### config.mk
export PLATFORM = sky130hd
export DESIGN_NAME = serial_pattern_gen
export DESIGN_NICKNAME = d
export VERILOG_FILES = /design/src/rtl/serial_pattern_gen.sv
export SDC_FILE = /design/constraint.sdc
export NUM_CORES = 1
export LEC_CHECK = 0
export ABC_AREA = 1
export CORE_UTILIZATION = 30
export CTS_CLUSTER_SIZE = 16
export DETAILED_ROUTE_END_ITERATION = 10
export PLACE_DENSITY = 0.57
export SYNTH_ARGS = -nofsm -noshare
export SYNTH_HDL_FRONTEND = slang
export SYNTH_SLANG_ARGS = --single-unit
### constraint.sdc
create_clock -name clk -period 2.4 [get_ports clk]
set_clock_uncertainty 0.15 [all_clocks]
set_input_delay 0.24 -clock clk [delete_from_list [all_inputs] [get_ports clk]]
set_output_delay 0.24 -clock clk [all_outputs]
set_load 0.05 [all_outputs]
### src/rtl/serial_pattern_gen.sv
// Serial pattern transmitter: shifts pattern[len-1:0] out MSB-first for rep+1 passes.
// Define SERIAL_PATTERN_GEN_GAP_EN to insert one idle cycle (GAP) between passes.
module serial_pattern_gen #(
  parameter int MAX_LEN = 8,
  parameter int LEN_W   = 4,
  parameter int REP_W   = 4
) (
  input  logic               clk,
  input  logic               reset,
  input  logic               start,
  input  logic [MAX_LEN-1:0] pattern,
  input  logic [LEN_W-1:0]   len,
  input  logic [REP_W-1:0]   rep,
  input  logic               abort,
  output logic               ready,
  output logic               x,
  output logic               x_valid,
  output logic               busy,
  output logic               done
);

  localparam int IDX_W = (MAX_LEN > 1) ? $clog2(MAX_LEN) : 1;

`ifdef SERIAL_PATTERN_GEN_GAP_EN
  typedef enum logic [1:0] {IDLE = 2'd0, SHIFT = 2'd1, GAP = 2'd2, DONE = 2'd3} state_t;
`else
  typedef enum logic [1:0] {IDLE = 2'd0, SHIFT = 2'd1, DONE = 2'd3} state_t;
`endif

  state_t               state, state_next;
  logic [MAX_LEN-1:0]   pat_q, pat_next;
  logic [IDX_W-1:0]     idx_q, idx_next;
  logic [IDX_W-1:0]     last_q, last_next;
  logic [REP_W-1:0]     pass_q, pass_next;
  logic                 x_next, x_valid_next, busy_next, done_next, ready_next;
  logic [IDX_W-1:0]     len_m1;

  // Index of the first bit of a pass; len is clamped to MAX_LEN before use.
  always_comb begin
    if (len >= LEN_W'(MAX_LEN))
      len_m1 = IDX_W'(MAX_LEN - 1);
    else
      len_m1 = IDX_W'(len - LEN_W'(1));
  end

  always_ff @(posedge clk) begin
    if (reset) begin
      state   <= IDLE;
      pat_q   <= '0;
      idx_q   <= '0;
      last_q  <= '0;
      pass_q  <= '0;
      x       <= 1'b0;
      x_valid <= 1'b0;
      busy    <= 1'b0;
      done    <= 1'b0;
      ready   <= 1'b1;
    end else begin
      state   <= state_next;
      pat_q   <= pat_next;
      idx_q   <= idx_next;
      last_q  <= last_next;
      pass_q  <= pass_next;
      x       <= x_next;
      x_valid <= x_valid_next;
      busy    <= busy_next;
      done    <= done_next;
      ready   <= ready_next;
    end
  end

  // Next-state logic also produces the next registered output values, so the
  // bit on x in a cycle is the one idx_q points at during that cycle.
  always_comb begin
    state_next   = state;
    pat_next     = pat_q;
    idx_next     = idx_q;
    last_next    = last_q;
    pass_next    = pass_q;
    x_next       = 1'b0;
    x_valid_next = 1'b0;
    busy_next    = 1'b0;
    done_next    = 1'b0;
    ready_next   = 1'b0;

    case (state)
      IDLE: begin
        ready_next = 1'b1;
        if (start && !abort) begin
          pat_next   = pattern;
          last_next  = len_m1;
          idx_next   = len_m1;
          pass_next  = rep;
          ready_next = 1'b0;
          if (len == '0) begin
            state_next = DONE;
            done_next  = 1'b1;
          end else begin
            state_next   = SHIFT;
            x_next       = pattern[len_m1];
            x_valid_next = 1'b1;
            busy_next    = 1'b1;
          end
        end
      end

      SHIFT: begin
        busy_next = 1'b1;
        if (idx_q != '0) begin
          idx_next     = idx_q - IDX_W'(1);
          x_next       = pat_q[idx_next];
          x_valid_next = 1'b1;
        end else if (pass_q != '0) begin
          pass_next = pass_q - REP_W'(1);
          idx_next  = last_q;
`ifdef SERIAL_PATTERN_GEN_GAP_EN
          state_next = GAP;
`else
          x_next       = pat_q[last_q];
          x_valid_next = 1'b1;
`endif
        end else begin
          state_next = DONE;
          busy_next  = 1'b0;
          done_next  = 1'b1;
        end
      end

`ifdef SERIAL_PATTERN_GEN_GAP_EN
      GAP: begin
        state_next   = SHIFT;
        busy_next    = 1'b1;
        x_next       = pat_q[idx_q];
        x_valid_next = 1'b1;
      end
`endif

      DONE: begin
        state_next = IDLE;
        ready_next = 1'b1;
      end

      default: begin
        state_next = IDLE;
        ready_next = 1'b1;
      end
    endcase

    // Abort outside IDLE wins over everything and suppresses the done pulse.
    if (abort && state != IDLE) begin
      state_next   = IDLE;
      x_next       = 1'b0;
      x_valid_next = 1'b0;
      busy_next    = 1'b0;
      done_next    = 1'b0;
      ready_next   = 1'b1;
    end
  end

endmodule

## After elaboration in Yosys (flattened, before gate mapping)

Cells that the tools add are included.

- Memories kept: 0
- ROM bits: 0
- Input port bits: 20
- Logic and storage cells: 73
- Bits in writable memories: 0
- Register bits: 24
- Bits in latches: 0
- Output and inout port bits: 5

- Reductions and logical operators: 14
- Add/sub/neg operators: 3
- Shift-type cells: 0
- Equality and inequality tests: 6
- Div/mod/pow operators: 0
- Bitwise gates (word level): 0
- Order comparisons: 4
- Multiplexer cells: 37
- Multiply operators: 0

Operators with widths:

| kind | count |
|---|---|
| two-way mux 1 bit | 16 |
| < comparator 3 x 4 -> 1 bit (second input constant) | 3 |
| two-way mux 3 bit | 4 |
| two-way mux 4 bit | 3 |
| binary-select mux 1 bit (select 3 bit) | 3 |
| two-way mux 2 bit | 4 |
| != test 2 bit (second input constant) | 4 |
| one-hot mux 1 bit (2 select lines) | 4 |
| one-hot mux 4 bit (2 select lines) | 1 |
| one-hot mux 3 bit (2 select lines) | 1 |
| AND reduction 3 bit | 2 |
| subtractor 3 x 1 -> 3 bit (second input constant) | 2 |
| >= comparator 4 bit (second input constant) | 1 |
| logical NOT 4 bit | 1 |
| one-hot mux 2 bit (2 select lines) | 1 |
| AND reduction 4 bit | 1 |
| nonzero test 2 bit | 2 |
| nonzero test 4 bit | 1 |
| subtractor 4 x 1 -> 4 bit (second input constant) | 1 |
| != test 3 bit (second input constant) | 1 |
| nonzero test 3 bit | 1 |
| == test 2 x 1 -> 1 bit (second input constant) | 1 |
| logical AND 1 bit | 2 |
| logical NOT 2 bit | 1 |
| other kinds (3) | 3 |

## Depth between registers and ports, before layout

- Depth in word-level cells: 7
- Depth in mapped cells: 11
- Gate-level depth less buffers: 11

## Worst setup path after synthesis

Ideal clock, no wire load.

- Kind: reg2reg
- Start: register idx_q[0]
- End: register x
- Cell stages (with the launch flop): 11
- Library setup time: 0.111 ns
- Data required time: 2.139 ns
- Path buffers: 0
- Arrival time: 1.311 ns
- Clock period less this slack: 1.573 ns
- Setup slack: 0.827 ns
- Cell sequence: dfxtp_1 > inv_1 > ha_1 > inv_1 > nand3_1 > nand2_1 > nand2_1 > nand3_1 > nand2_1 > nor2_1 > nor2_1

- Word-level cells in the longest chain between the ends: 5
- Elaborated cells between the ends (all ways): 6
- Those cells by class: add/sub: 1; mux: 4; reduce/logical: 1

RTL lines:

| item | RTL line | source |
|---|---|---|
| start: declaration | 32 | `logic [IDX_W-1:0] idx_q, idx_next;` |
| start signal: assignment | 61 | `idx_q <= idx_next;` |
| subtractor 3 x 1 -> 3 bit | 110 | `idx_next = idx_q - IDX_W'(1);` |
| binary-select mux 1 bit (select 3 bit) | 111 | `x_next = pat_q[idx_next];` |
| two-way mux 1 bit (implied by the code) | 111 |  |
| two-way mux 1 bit * | 109 | `if (idx_q != '0) begin` |
| one-hot mux 1 bit (2 select lines) * | 86 | `case (state)` |
| end signal: assignment | 64 | `x <= x_next;` |
| end: declaration | 16 | `output logic x,` |

Every way passes the cells marked *; elsewhere a longest branch is shown, timed or not. The select of a mux whose other input is x is not followed.
A chain may end at the register's enable or synchronous reset.

## Worst setup path after layout

Same ends and word-level chain as after synthesis.

==> qor.json <==
{
  "status": {
    "outcome": "finished, final reports clean"
  },
  "setup_path": {
    "critical_path.most_common_cell": "sky130_fd_sc_hd__nand2_1",
    "crit_path_end_kind": "flip-flop",
    "path_max_fanout": 7,
    "r2r_end": "x",
    "worst-endpoint-arrival_ps": 1850,
    "rr_worst_depth": 10,
    "worst_path_max_stage_delay_ps": 460,
    "critical_path.cell_chain": "inv_1, ha_1, inv_1, nand3_1, nand2_1, nand2_1, nand3_1, nand2_1, nor2_1, nor2_1",
    "critPathKind": "reg -> reg",
    "reg2reg_from": "idx_q[0]",
    "setup.worst_path.end": "x",
    "worst-r2r-setup-slack_ps": 570,
    "worst_setup_path_start_kind": "flip-flop",
    "critPathSlowestCell": "sky130_fd_sc_hd__dfxtp_1",
    "timing.critical_path.from": "idx_q[0]",
    "cp_data_required_time_ps": 2430
  },
  "yosys": {
    "yosysWarningCount": 0,
    "synth_largest_area_cell": "sky130_fd_sc_hd__dfxtp_1",
    "netlist_top_cells_area": "sky130_fd_sc_hd__dfxtp_1, sky130_fd_sc_hd__nand2_1, sky130_fd_sc_hd__inv_1, sky130_fd_sc_hd__o21ai_0, sky130_fd_sc_hd__a21oi_1",
    "yosys.area.top_type_share_pct": 34.59,
    "post_synth_num_cell_types": 26,
    "syn_nets": 236,
    "area_of_the_mapped_netlist_um2": 1389,
    "synthesis.area_per_instance_um2": 6.582,
    "synth-seq-area-share_pct": 34.59,
    "ys_ff_latch": 24,
    "synthCells": 211
  },
  "cells_and_area": {
    "layout.cells.most_common_list": "sky130_fd_sc_hd__nand2_1, sky130_fd_sc_hd__inv_1, sky130_fd_sc_hd__dfxtp_1, sky130_fd_sc_hd__clkdlybuf4s50_1, sky130_fd_sc_hd__nor2_1",
    "commonest_non_fill_non_tap_cell_in_the_layout": "sky130_fd_sc_hd__nand2_1",
    "num-fill-cells": 476,
    "area.growth.synth_to_final_pct": 24.32,
    "final_core_density_pct": 39.12,
    "number_of_antenna_repair_diodes": 0,
    "share_of_cells_above_drive_strength_1_pct": 5.508,
    "nets": 262
  },
  "clocking": {
    "worst_setup_hold_path_clk_slew_ps": 90,
    "clock_insertion_delay_worst_skew_ps": 270,
    "cts_tree": "done",
    "resize_count_post_cts": 0,
    "cts_post_setup_buffers_inserted": 0,
    "cts_num_sinks": 24,
    "cts_max_path_buffers": 2,
    "htree_levels": 1,
    "clock_tree.root_cell": "sky130_fd_sc_hd__clkbuf_8",
    "cts_hold_buffers": 0,
    "clock_buffer_count_from_cts": 3
  },
  "place": {
    "port-buffer-count": 24,
    "detailedPlacementHpwl_um": 2504,
    "place.gp.congestion": 0.7982
  },
  "floorplan": {
    "fp-row-count": 24,
    "core_area_um2": 4414,
    "die-area_um2": 4906,
    "die_y_um": 70.04,
    "initial_utilization_pct": 31.46,
    "chipWidth_um": 70.04,
    "ioPinCount": 25
  },
  "detailed_routing": {
    "routedWlPerCell_um": 11.07,
    "detail_route.vias_per_cell": 4.691,
    "drt-initial-drc-count": 41,
    "drt_drc_violations_left": 0,
    "ant_nets": 0,
    "detailed_route_wl_um": 3188,
    "drt-pass1-iter-count": 4,
    "count_of_vias_placed_by_the_detailed_router": 1351
  },
  "timing": {
    "endpoints_failing_hold": 0,
    "whs_ps": 327.0,
    "final.period_utilization_pct": 76.22,
    "slew_headroom_pct": 66.70,
    "unrepaired_setup_endpoints_after_global_routing": "no",
    "final_period_minus_worst_setup_slack_ps": 1829,
    "final.setup.tns_ps": 0,
    "slew_violations": 0,
    "worst_pin_slew_ps": 497.9,
    "report.final.setup_viol": 0,
    "fmax_ghz": 0.5467
  },
  "pwr": {
    "p_leak_nw": 0.7653,
    "power.density_cell_area_nw_per_um2": 618.0,
    "vdd_ir_max_mv": 0.2907
  },
  "global_route": {
    "grt_use_total_pct": 13.69,
    "first_global_vias": 1311,
    "grt_start_max_net_pins": 18,
    "grt.overflow.total": 0,
    "antenna_violations_before_repair": 0,
    "first_pass_grt_wire_length_um": 5533
  },
  "flow_run": {
    "drv_cap": 0
  },
  "hold_path": {
    "timing.hold.worst.class": "reg -> reg"
  }
}
layout make-up:
type / instances / area (µm²) / share of cell area [%]
multi-input cells: 147 / 743.2 / 43.04
repair buffers: 25 / 247.7 / 14.35
clock buffers: 4 / 55.05 / 3.188
well taps: 52 / 65.06 / 3.768
inverters: 36 / 135.1 / 7.826
flip-flops and latches: 24 / 480.5 / 27.83
worst min path at each step:
stage | to | start | slack (ps) | depth (start not counted)
2_1_floorplan | pass_q[3] | reset | 160 | 1
3_3_place_gp | pat_q[5] | pat_q[5] | 310 | 2
3_5_place_dp | pat_q[5] | pat_q[5] | 310 | 2
4_1_cts | pat_q[5] | pat_q[5] | 330 | 2
5_1_grt | pat_q[5] | pat_q[5] | 370 | 2
6_report | pat_q[5] | pat_q[5] | 330 | 2
layer usage:
layer  track usage (%)  up-vias  routed length [µm]
met1             17.69      597                1643
met5                 0        -                   0
met3            0.8658        2                  64
li1                  -      731                   -
met2             24.04       21                1446
met4             4.667        0                  34
power by group:
group	internal, mW	total (mW)	switching, mW
logic	0.129	0.322	0.192
clock network	0.147	0.283	0.136
registers	0.435	0.463	0.0278
total	0.711	1.07	0.356
stage by stage:
| step | setup WS, ps | instances | area, µm² | total power, mW |
|---|---|---|---|---|
| after floorplan | 827.5 | 211 | 1389 | 0.6988 |
| after global routing | 340.8 | 288 | 1727 | 1.137 |
| after detailed placement | 359.2 | 284 | 1672 | 0.7948 |
| final | 570.7 | 288 | 1727 | 1.067 |
| after CTS | 540.7 | 288 | 1727 | 1.075 |
| after global placement | 409.2 | 284 | 1672 | 0.7963 |
cell usage after synthesis (all sizes together):
cell type  instances
nand3             18
clkbuf             1
dfxtp             24
inv               36
nand2             44
o211ai             1
o21ai             22
nor3               2
a22oi              1
o22ai              1
nor2              28
ha                 5
nor3b              1
o221ai             2
nand3b             1
buf                3
xnor2              1
a21oi             18
xor2               1
a31oi              1
flip-flops by register name, summed over array words and instances, names as in the netlist:
register / count
pat_q: 8
last_q: 3
busy: 1
state: 2
pass_q: 4
ready: 1
idx_q: 3
x: 1
done: 1
critical path: cells and delay by family (launching register included):
kind / cells / cell delay (ps)
simple gates: 7 / 510
buf+inv: 2 / 270
fa+ha+maj: 1 / 350
flops: 1 / 460
cells by family (layout without fill, tap and decap cells):
group	after synthesis	after routing	share of synthesized area, %
AND/OR/NAND/NOR	94	94	30.09
AO/OA/AOI/OAI	46	46	17.66
buffers and inverters	40	65	11.89
flip-flops	24	24	34.59
adder cells (fa/ha/maj)	5	5	4.505
XOR/XNOR	2	2	1.261
No activity file was read; power rests on OpenSTA's default activity.
